<file path="src/rtl/shift_add_multiplier_if.sv">
// Bus bundle for the iterative multiplier: the start/busy/done control side and
// the operand/result wires that loop through the external adder.
interface shift_add_multiplier_if #(
    parameter int WIDTH = 32
);
    // Handshake: the controller raises start with operands valid; it is taken on
    // any rising edge where busy is low. done with product valid holds until the next
    // accepted start. The adder must produce add_result combinationally.
    logic                 start;
    logic [WIDTH-1:0]     mult_op1;
    logic [WIDTH-1:0]     mult_op2;
    logic                 busy;
    logic                 done;
    logic [2*WIDTH-1:0]   product;
    logic [2*WIDTH-1:0]   add_op1;
    logic [2*WIDTH-1:0]   add_op2;
    logic                 add_cin;
    logic [2*WIDTH-1:0]   add_result;
    logic                 add_cout;

    modport master (
        output start, mult_op1, mult_op2, add_result, add_cout,
        input  busy, done, product, add_op1, add_op2, add_cin
    );

    modport slave (
        input  start, mult_op1, mult_op2, add_result, add_cout,
        output busy, done, product, add_op1, add_op2, add_cin
    );
endinterface

</file>
<file path="src/rtl/shift_add_multiplier.sv">
// Unsigned shift-add multiplier: one partial product per cycle through an external
// adder, finishing early once the remaining multiplier bits are all zero.
module shift_add_multiplier #(
    parameter int WIDTH = 32
) (
    input  logic                  clk,
    input  logic                  resetn,
    shift_add_multiplier_if.slave bus,
    output logic [1:0]            dbg_state
);
    typedef enum logic [1:0] {
        IDLE = 2'd0,
        BUSY = 2'd1,
        DONE = 2'd2
    } state_t;

    state_t               state;
    state_t               state_next;
    logic [2*WIDTH-1:0]   acc;
    logic [2*WIDTH-1:0]   mcand;
    logic [WIDTH-1:0]     mplr;
    logic                 accept;
    logic                 unused_cout;

    assign accept      = (state != BUSY) && bus.start;
    assign unused_cout = bus.add_cout;

    always_ff @(posedge clk or negedge resetn) begin
        if (!resetn) begin
            state <= IDLE;
        end else begin
            state <= state_next;
        end
    end

    always_comb begin
        state_next = state;
        case (state)
            IDLE, DONE: begin
                if (bus.start) begin
                    state_next = (bus.mult_op2 == '0) ? DONE : BUSY;
                end
            end
            BUSY: begin
                // Stop once the bits still to be consumed after this step are zero.
                if (mplr[WIDTH-1:1] == '0) begin
                    state_next = DONE;
                end
            end
            default: state_next = IDLE;
        endcase
    end

    always_comb begin
        bus.busy = 1'b0;
        bus.done = 1'b0;
        case (state)
            BUSY:    bus.busy = 1'b1;
            DONE:    bus.done = 1'b1;
            default: ;
        endcase
    end

    always_ff @(posedge clk or negedge resetn) begin
        if (!resetn) begin
            acc   <= '0;
            mcand <= '0;
            mplr  <= '0;
        end else if (accept) begin
            acc   <= '0;
            mcand <= {{WIDTH{1'b0}}, bus.mult_op1};
            mplr  <= bus.mult_op2;
        end else if (state == BUSY) begin
            acc   <= bus.add_result;
            mcand <= mcand << 1;
            mplr  <= mplr >> 1;
        end
    end

    assign bus.add_op1 = acc;
    assign bus.add_op2 = mplr[0] ? mcand : '0;
    assign bus.add_cin = 1'b0;
    assign bus.product = acc;
    assign dbg_state   = state;
endmodule

</file>
<file path="src/flat_wrapper.sv">
// flat-port wrapper written by rule: the top's interface ports become plain ports
module shift_add_multiplier_flat 
#(
    parameter int WIDTH = 32
)
  (clk, resetn, dbg_state, bus_start, bus_mult_op1, bus_mult_op2, bus_add_result, bus_add_cout, bus_busy, bus_done, bus_product, bus_add_op1, bus_add_op2, bus_add_cin);
  shift_add_multiplier_if #(.WIDTH(WIDTH)) bus_i ();
  input  logic clk;
  input  logic resetn;
  output logic [1:0] dbg_state;
  input wire logic [$bits(bus_i.start)-1:0] bus_start;
  input wire logic [$bits(bus_i.mult_op1)-1:0] bus_mult_op1;
  input wire logic [$bits(bus_i.mult_op2)-1:0] bus_mult_op2;
  input wire logic [$bits(bus_i.add_result)-1:0] bus_add_result;
  input wire logic [$bits(bus_i.add_cout)-1:0] bus_add_cout;
  output wire logic [$bits(bus_i.busy)-1:0] bus_busy;
  output wire logic [$bits(bus_i.done)-1:0] bus_done;
  output wire logic [$bits(bus_i.product)-1:0] bus_product;
  output wire logic [$bits(bus_i.add_op1)-1:0] bus_add_op1;
  output wire logic [$bits(bus_i.add_op2)-1:0] bus_add_op2;
  output wire logic [$bits(bus_i.add_cin)-1:0] bus_add_cin;
  assign bus_i.start = bus_start;
  assign bus_i.mult_op1 = bus_mult_op1;
  assign bus_i.mult_op2 = bus_mult_op2;
  assign bus_i.add_result = bus_add_result;
  assign bus_i.add_cout = bus_add_cout;
  assign bus_busy = bus_i.busy;
  assign bus_done = bus_i.done;
  assign bus_product = bus_i.product;
  assign bus_add_op1 = bus_i.add_op1;
  assign bus_add_op2 = bus_i.add_op2;
  assign bus_add_cin = bus_i.add_cin;
  shift_add_multiplier #(.WIDTH(WIDTH)) u_core (.clk(clk), .resetn(resetn), .bus(bus_i), .dbg_state(dbg_state));
endmodule
</file>
<file path="config.mk">
export PLATFORM = sky130hd
export DESIGN_NAME = shift_add_multiplier_flat
export DESIGN_NICKNAME = d
export VERILOG_FILES = /design/src/rtl/shift_add_multiplier_if.sv /design/src/rtl/shift_add_multiplier.sv /design/src/flat_wrapper.sv
export SDC_FILE = /design/constraint.sdc
export NUM_CORES = 1
export LEC_CHECK = 0
export CORE_ASPECT_RATIO = 0.5
export CORE_MARGIN = 2
export CORE_UTILIZATION = 47
export CTS_CLUSTER_DIAMETER = 30
export DETAILED_ROUTE_END_ITERATION = 10
export PLACE_DENSITY_LB_ADDON = 0.25
export SYNTH_ARGS = -nofsm -noshare
export SYNTH_HDL_FRONTEND = slang
export SYNTH_SLANG_ARGS = --single-unit
</file>
<file path="constraint.sdc">
create_clock -name clk -period 2.51 [get_ports clk]
set_clock_uncertainty 0.05 [all_clocks]
set_input_delay 0.251 -clock clk [delete_from_list [all_inputs] [get_ports clk]]
set_output_delay 0.251 -clock clk [all_outputs]
set_load 0.02 [all_outputs]
</file>
==> After elaboration in Yosys (flattened, before gate mapping) <==
Cells that the tools add are included.
{ "op_classes": {"n_eq_ne": 5, "mux": 13, "n_reduce_logical": 7} }
{ "op_table": {"columns": ["operator", "n"], "rows": [
  ["$mux W64", 5],
  ["$mux W32", 2],
  ["$logic_not A32 Y1", 1],
  ["$logic_not A31 Y1", 1],
  ["$mux W2", 3],
  ["$ne A2 B1 Y1 const B", 2],
  ["$pmux W2 S2", 1],
  ["$eq A2 B1 Y1 const B", 1],
  ["$eq A2 B2 Y1 const B", 1],
  ["$logic_not A2 Y1", 1],
  ["$mux W1", 2],
  ["$ne A2 B2 Y1 const B", 1],
  ["$reduce_and A2 Y1", 1],
  ["$reduce_bool A2 Y1", 1],
  ["$reduce_or A2 Y1", 1],
  ["$logic_and A1 B1 Y1", 1]
]} }
{ "word_totals": {"reg_bits": 162, "elab_cells": 29} }

==> Logic depth before layout (Yosys ltp) <==
Gate-level depths: netlist (run 1).
{ "depth": {"word_depth": 4, "ltp_mapped": 7, "mapped_depth_nobuf": 4} }

==> Worst setup path before layout (run 1) <==
No wires, ideal clock.
{ "synth_timing": {"path_kind": "reg-to-reg", "startpoint": "register u_core.state[0] (netlist: u_core.dbg_state[0])", "endpoint": "register u_core.state[1] (netlist: u_core.dbg_state[1])", "setup_ps": 126, "arrival_ps": 1332, "required_ps": 2334, "slack_ps": 1002, "stages_incl_launch_ff": 6, "path_buffers": 3, "path_cell_list": "dfrtp_1 -> nor2b_4 -> buf_6 -> buf_6 -> buf_2 -> a221o_1"} }
{ "synth_between": {"elab_chain_len": 4, "elab_cells_between_ends": 8, "cone_classes": "4 x eq/ne; 1 x mux; 3 x reduce/logical"} }
{ "synth_rtl": {"columns": ["element", "line_no", "text"], "rows": [
  ["from (decl)", "shift_add_multiplier.sv:17", "state_t state;"],
  ["from (signal assigned)", "shift_add_multiplier.sv:32", "state <= state_next;"],
  ["$eq A2 B2 Y1 / $logic_not A2 Y1 (equally long branches)", "shift_add_multiplier.sv:38", "case (state)"],
  ["$reduce_or A2 Y1", "shift_add_multiplier.sv:38", null],
  ["$ne A2 B2 Y1 (no source line)", null, null],
  ["$reduce_and A2 Y1 (no source line)", null, null]
]} }
Several ways; a longest one is shown, not always the timed one.
A chain may end at the register's enable or synchronous reset.

==> Worst setup path after layout (run 1) <==
{ "layout_timing": {"startpoint": "register u_core.mplr[0]", "endpoint": "output bus_add_op2[45]"} }
{ "layout_between": {"elab_chain_len": 1} }
{ "layout_rtl": {"columns": ["element", "line_no", "text"], "rows": [
  ["from (decl)", "shift_add_multiplier.sv:21", "logic [WIDTH-1:0] mplr;"],
  ["from (signal assigned)", "shift_add_multiplier.sv:72", "mplr <= bus.mult_op2;"],
  ["from (signal assigned)", "shift_add_multiplier.sv:76", "mplr <= mplr >> 1;"],
  ["$mux W64", "shift_add_multiplier.sv:81", "assign bus.add_op2 = mplr[0] ? mcand : '0;"],
  ["to (decl)", "flat_wrapper.sv:20", "output wire logic [$bits(bus_i.add_op2)-1:0] bus_add_op2;"]
]} }
No other way between the ends.

==> flow_metrics.py, run 1 <==
metrics = {
    "run_status": {
        "status": "completed",
    },
    "synthesis": {
        "synth_area_leaders": "dfrtp_1 51%, nand2_1 12%, o21ai_0 8.3%",
        "syn_inst": 858,
        "yosysMostFrequentCell": "nand2_1",
        "yosysSeqAreaShare_pct": 51.49,
        "synth_cell_types": 21,
        "synthFlopType": "dfrtp_1",
        "yosys.area.top_type": "dfrtp_1",
        "synthesis.nets": 990,
        "ys_async_sr_fraction_pct": 100.0,
        "synth_area_sq_um": 7874,
        "synth_edf_count": 0,
        "ys_warn_count": 0,
        "syn_area_per_cell_sq_um": 9.177,
        "yosys-top-cells-count": "254 x nand2_1, 162 x dfrtp_1, 130 x o21ai_0",
        "synth_top_area_share_pct": 51.49,
        "synth_seq_cells": 162,
    },
    "detailed_routing": {
        "drc_errors": 0,
        "viasPerCell": 4.888,
        "initialDrtViolationCount": 362,
        "num_vias": 6506,
        "wirelength_microns": 19860,
        "dr.pass1.iters": 5,
        "wl_per_cell_microns": 14.92,
        "ant_nets": 0,
    },
    "floorplan": {
        "row_count": 33,
        "die_height_microns": 95.53,
        "fp.coreArea_sq_um": 16390,
        "dieWidth_microns": 187.0,
        "start_util_pct": 48.03,
        "die-area_sq_um": 17870,
        "io_pins": 329,
    },
    "cells_and_area": {
        "stdcell_count": 1331,
        "diodes": 0,
        "ff_latch_area_sq_um": 4054,
        "multi_input_area_sq_um": 2975,
        "drive_gt1_share_pct": 4.076,
        "fill_cells": 1295,
        "fin_nets": 1223,
        "syn_to_final_growth_pct": 43.54,
    },
    "global_route": {
        "antenna_found_initial": 0,
        "grt_pass1_vias": 6164,
        "grt_max_degree": 118,
        "grt_pass1_wl_microns": 31280,
        "track_usage_pct": 21.82,
        "grt-ovfl-total": 0,
    },
    "cts": {
        "numCtsBuffers": 17,
        "root_buffer": "clkbuf_16",
        "clkTransAtPathRegs_ps": 70,
        "worst_skew_pair.late_latency_ps": 420,
        "postCtsResizedCells": 0,
        "clockBufferDepth": 2,
        "cts_tree": "built",
        "clock_sinks": 162,
        "h-tree-depth": 4,
    },
    "setup_path": {
        "cp.arrival_ps": 1860,
        "critPathLaunchType": "register",
        "rrSetupSlack_ps": 710,
        "reg2reg_depth": 4,
        "reg2reg_to": "u_core.bus.add_op1[5]",
        "path_max_fanout": 35,
        "crit_path_end_kind": "primary output",
        "r2r-start": "u_core.dbg_state[0]",
        "worstSetupPathType": "reg2out",
        "cp.required_ps": 2210,
    },
    "worst_hold_path": {
        "min_to": "u_core.mplr[31]",
        "min_path_type": "in2reg",
        "min_path_cells": 3,
        "min-delay-start": "bus_start",
    },
    "sta": {
        "fin_setup_tns_ps": 0,
        "worst_pin_slew_ps": 612.2,
        "fin_crit_sh_pct": 85.95,
        "whs_ps": 281.9,
        "slew_headroom_pct": 59.18,
        "slew_viol_final": 0,
        "rsz0062_at_grt": "false",
        "fmaxAchievable_mhz": 463.5,
        "post-route-min-period_ps": 2157,
        "layout_setup_ws_ps": 352.6,
        "setup_viol": 0,
        "hold_viol": 0,
    },
    "pwr": {
        "power_frac_comb_pct": 48.9,
        "intPower_w": 0.007952,
        "p_per_area_nw_per_um2": 1203,
        "power.share.switching_pct": 41.51,
        "p_clk_share_pct": 18.0,
        "p_total_w": 0.01360,
        "p_leak_nw": 4.791,
        "p_sw_w": 0.005645,
        "pwr-share-seq_pct": 33.1,
        "vdd_drop_max_uv": 674.9,
    },
    "placed_design": {
        "port_buffers": 326,
        "pre_cts_ws_ps": 686.3,
        "dp.cells": 1298,
        "hpwlAfterDp_microns": 14220,
        "gp_congestion": 0.8167,
    },
    "job": {
        "maxCapViolCount": 0,
    },
}
[cell families (layout without fill, tap and decap cells)]
family          Yosys count  count (layout)  synth area share [%]
compound gates          161             161                 10.30
mux                      64              64                 8.136
buf+inv                 125             371                 10.73
flops                   162             162                 51.49
simple gates            345             345                 19.31
other cells               1               1               0.04763
[critical path, cell delays in order (launching register included)]
cell             delay [ps]
dfrtp_1                 350
buf_4                   290
and2_1                  190
clkdlybuf4s50_1         600
[layout by cell type (no fill, tap or decap)]
cell,instances
clkbuf_16,17
inv_6,4
and2_1,64
nor3_1,2
nor2b_1,1
dlygate4sd3_1,1
clkinv_4,5
buf_4,6
nand4_1,4
nor4_1,15
dfrtp_1,162
clkdlybuf4s50_1,324
clkbuf_1,2
buf_12,6
a221o_1,1
clkinv_8,1
nor2b_4,1
o21ai_1,30
nand2_1,254
clkinv_2,1
o21ai_0,130
conb_1,1
mux2i_1,64
nand2b_1,1
buf_6,1
inv_2,1
nor2_1,3
inv_8,2
[through the flow]
stage          util, %  area [sq um]
2_1_floorplan        -          7874
3_3_place_gp     65.50         10740
3_5_place_dp     65.50         10740
4_1_cts          68.95         11300
5_1_grt          68.95         11300
6_report         68.95         11300
[routing by layer]
layer | global-route usage (%) | vias to the layer above | part of all wire (%)
li1 | - | 3219 | -
met1 | 28.65 | 3067 | 44
met2 | 36.43 | 197 | 49
met3 | 5.300 | 23 | 6.0
met4 | 6.481 | 0 | 1.4
met5 | 0 | - | 0
[power by group through the flow]
stage | clock network (W) | registers (W) | logic, W
after floorplan | 0 | 0.00495 | 0.00385
after global placement | 0 | 0.00448 | 0.00656
after detailed placement | 0 | 0.00453 | 0.00671
after CTS | 0.00250 | 0.00450 | 0.00673
after global routing | 0.00263 | 0.00464 | 0.00721
final | 0.00245 | 0.00450 | 0.00665
[registers in the layout (all words and copies together), names as in the netlist]
| name | flops |
|---|---|
| u_core.mplr | 32 |
| u_core.bus.add_op1 | 64 |
| u_core.dbg_state | 2 |
| u_core.mcand | 64 |
[timing repair]
item / CTS / global route
hold endpoints to repair: 63 / 0
hold buffers: 1 / 0
setup buffers: 0 / 0
[layout make-up]
cell class              count  area share (%)
clock buffers              19           3.830
multi-input cells         571           26.33
clock inverters            13           1.085
inverters                   1         0.03321
repair buffers            338           30.34
flip-flops and latches    162           35.87
well taps                 227           2.513
[worst max path at each step]
stage | slack, ps | startpoint | depth (start not counted) | to
after CTS | 320 | u_core.mplr[0] | 3 | bus_add_op2[45]
final | 350 | u_core.mplr[0] | 3 | bus_add_op2[45]
after global routing | 240 | u_core.mplr[0] | 3 | bus_add_op2[45]
after global placement | 720 | bus_mult_op2[17] | 5 | u_core.dbg_state[1]
after detailed placement | 690 | u_core.dbg_state[0] | 4 | u_core.bus.add_op1[5]
after floorplan | 1000 | u_core.dbg_state[0] | 5 | u_core.dbg_state[1]
Note: power is estimated with default switching activity, not from simulation.
==> run 2, diff against run 1 <==
CAP_MARGIN = 20   (was not set)
==> results of run 2 <==
The final DEF is identical to that of run 1; final timing and power are the same.
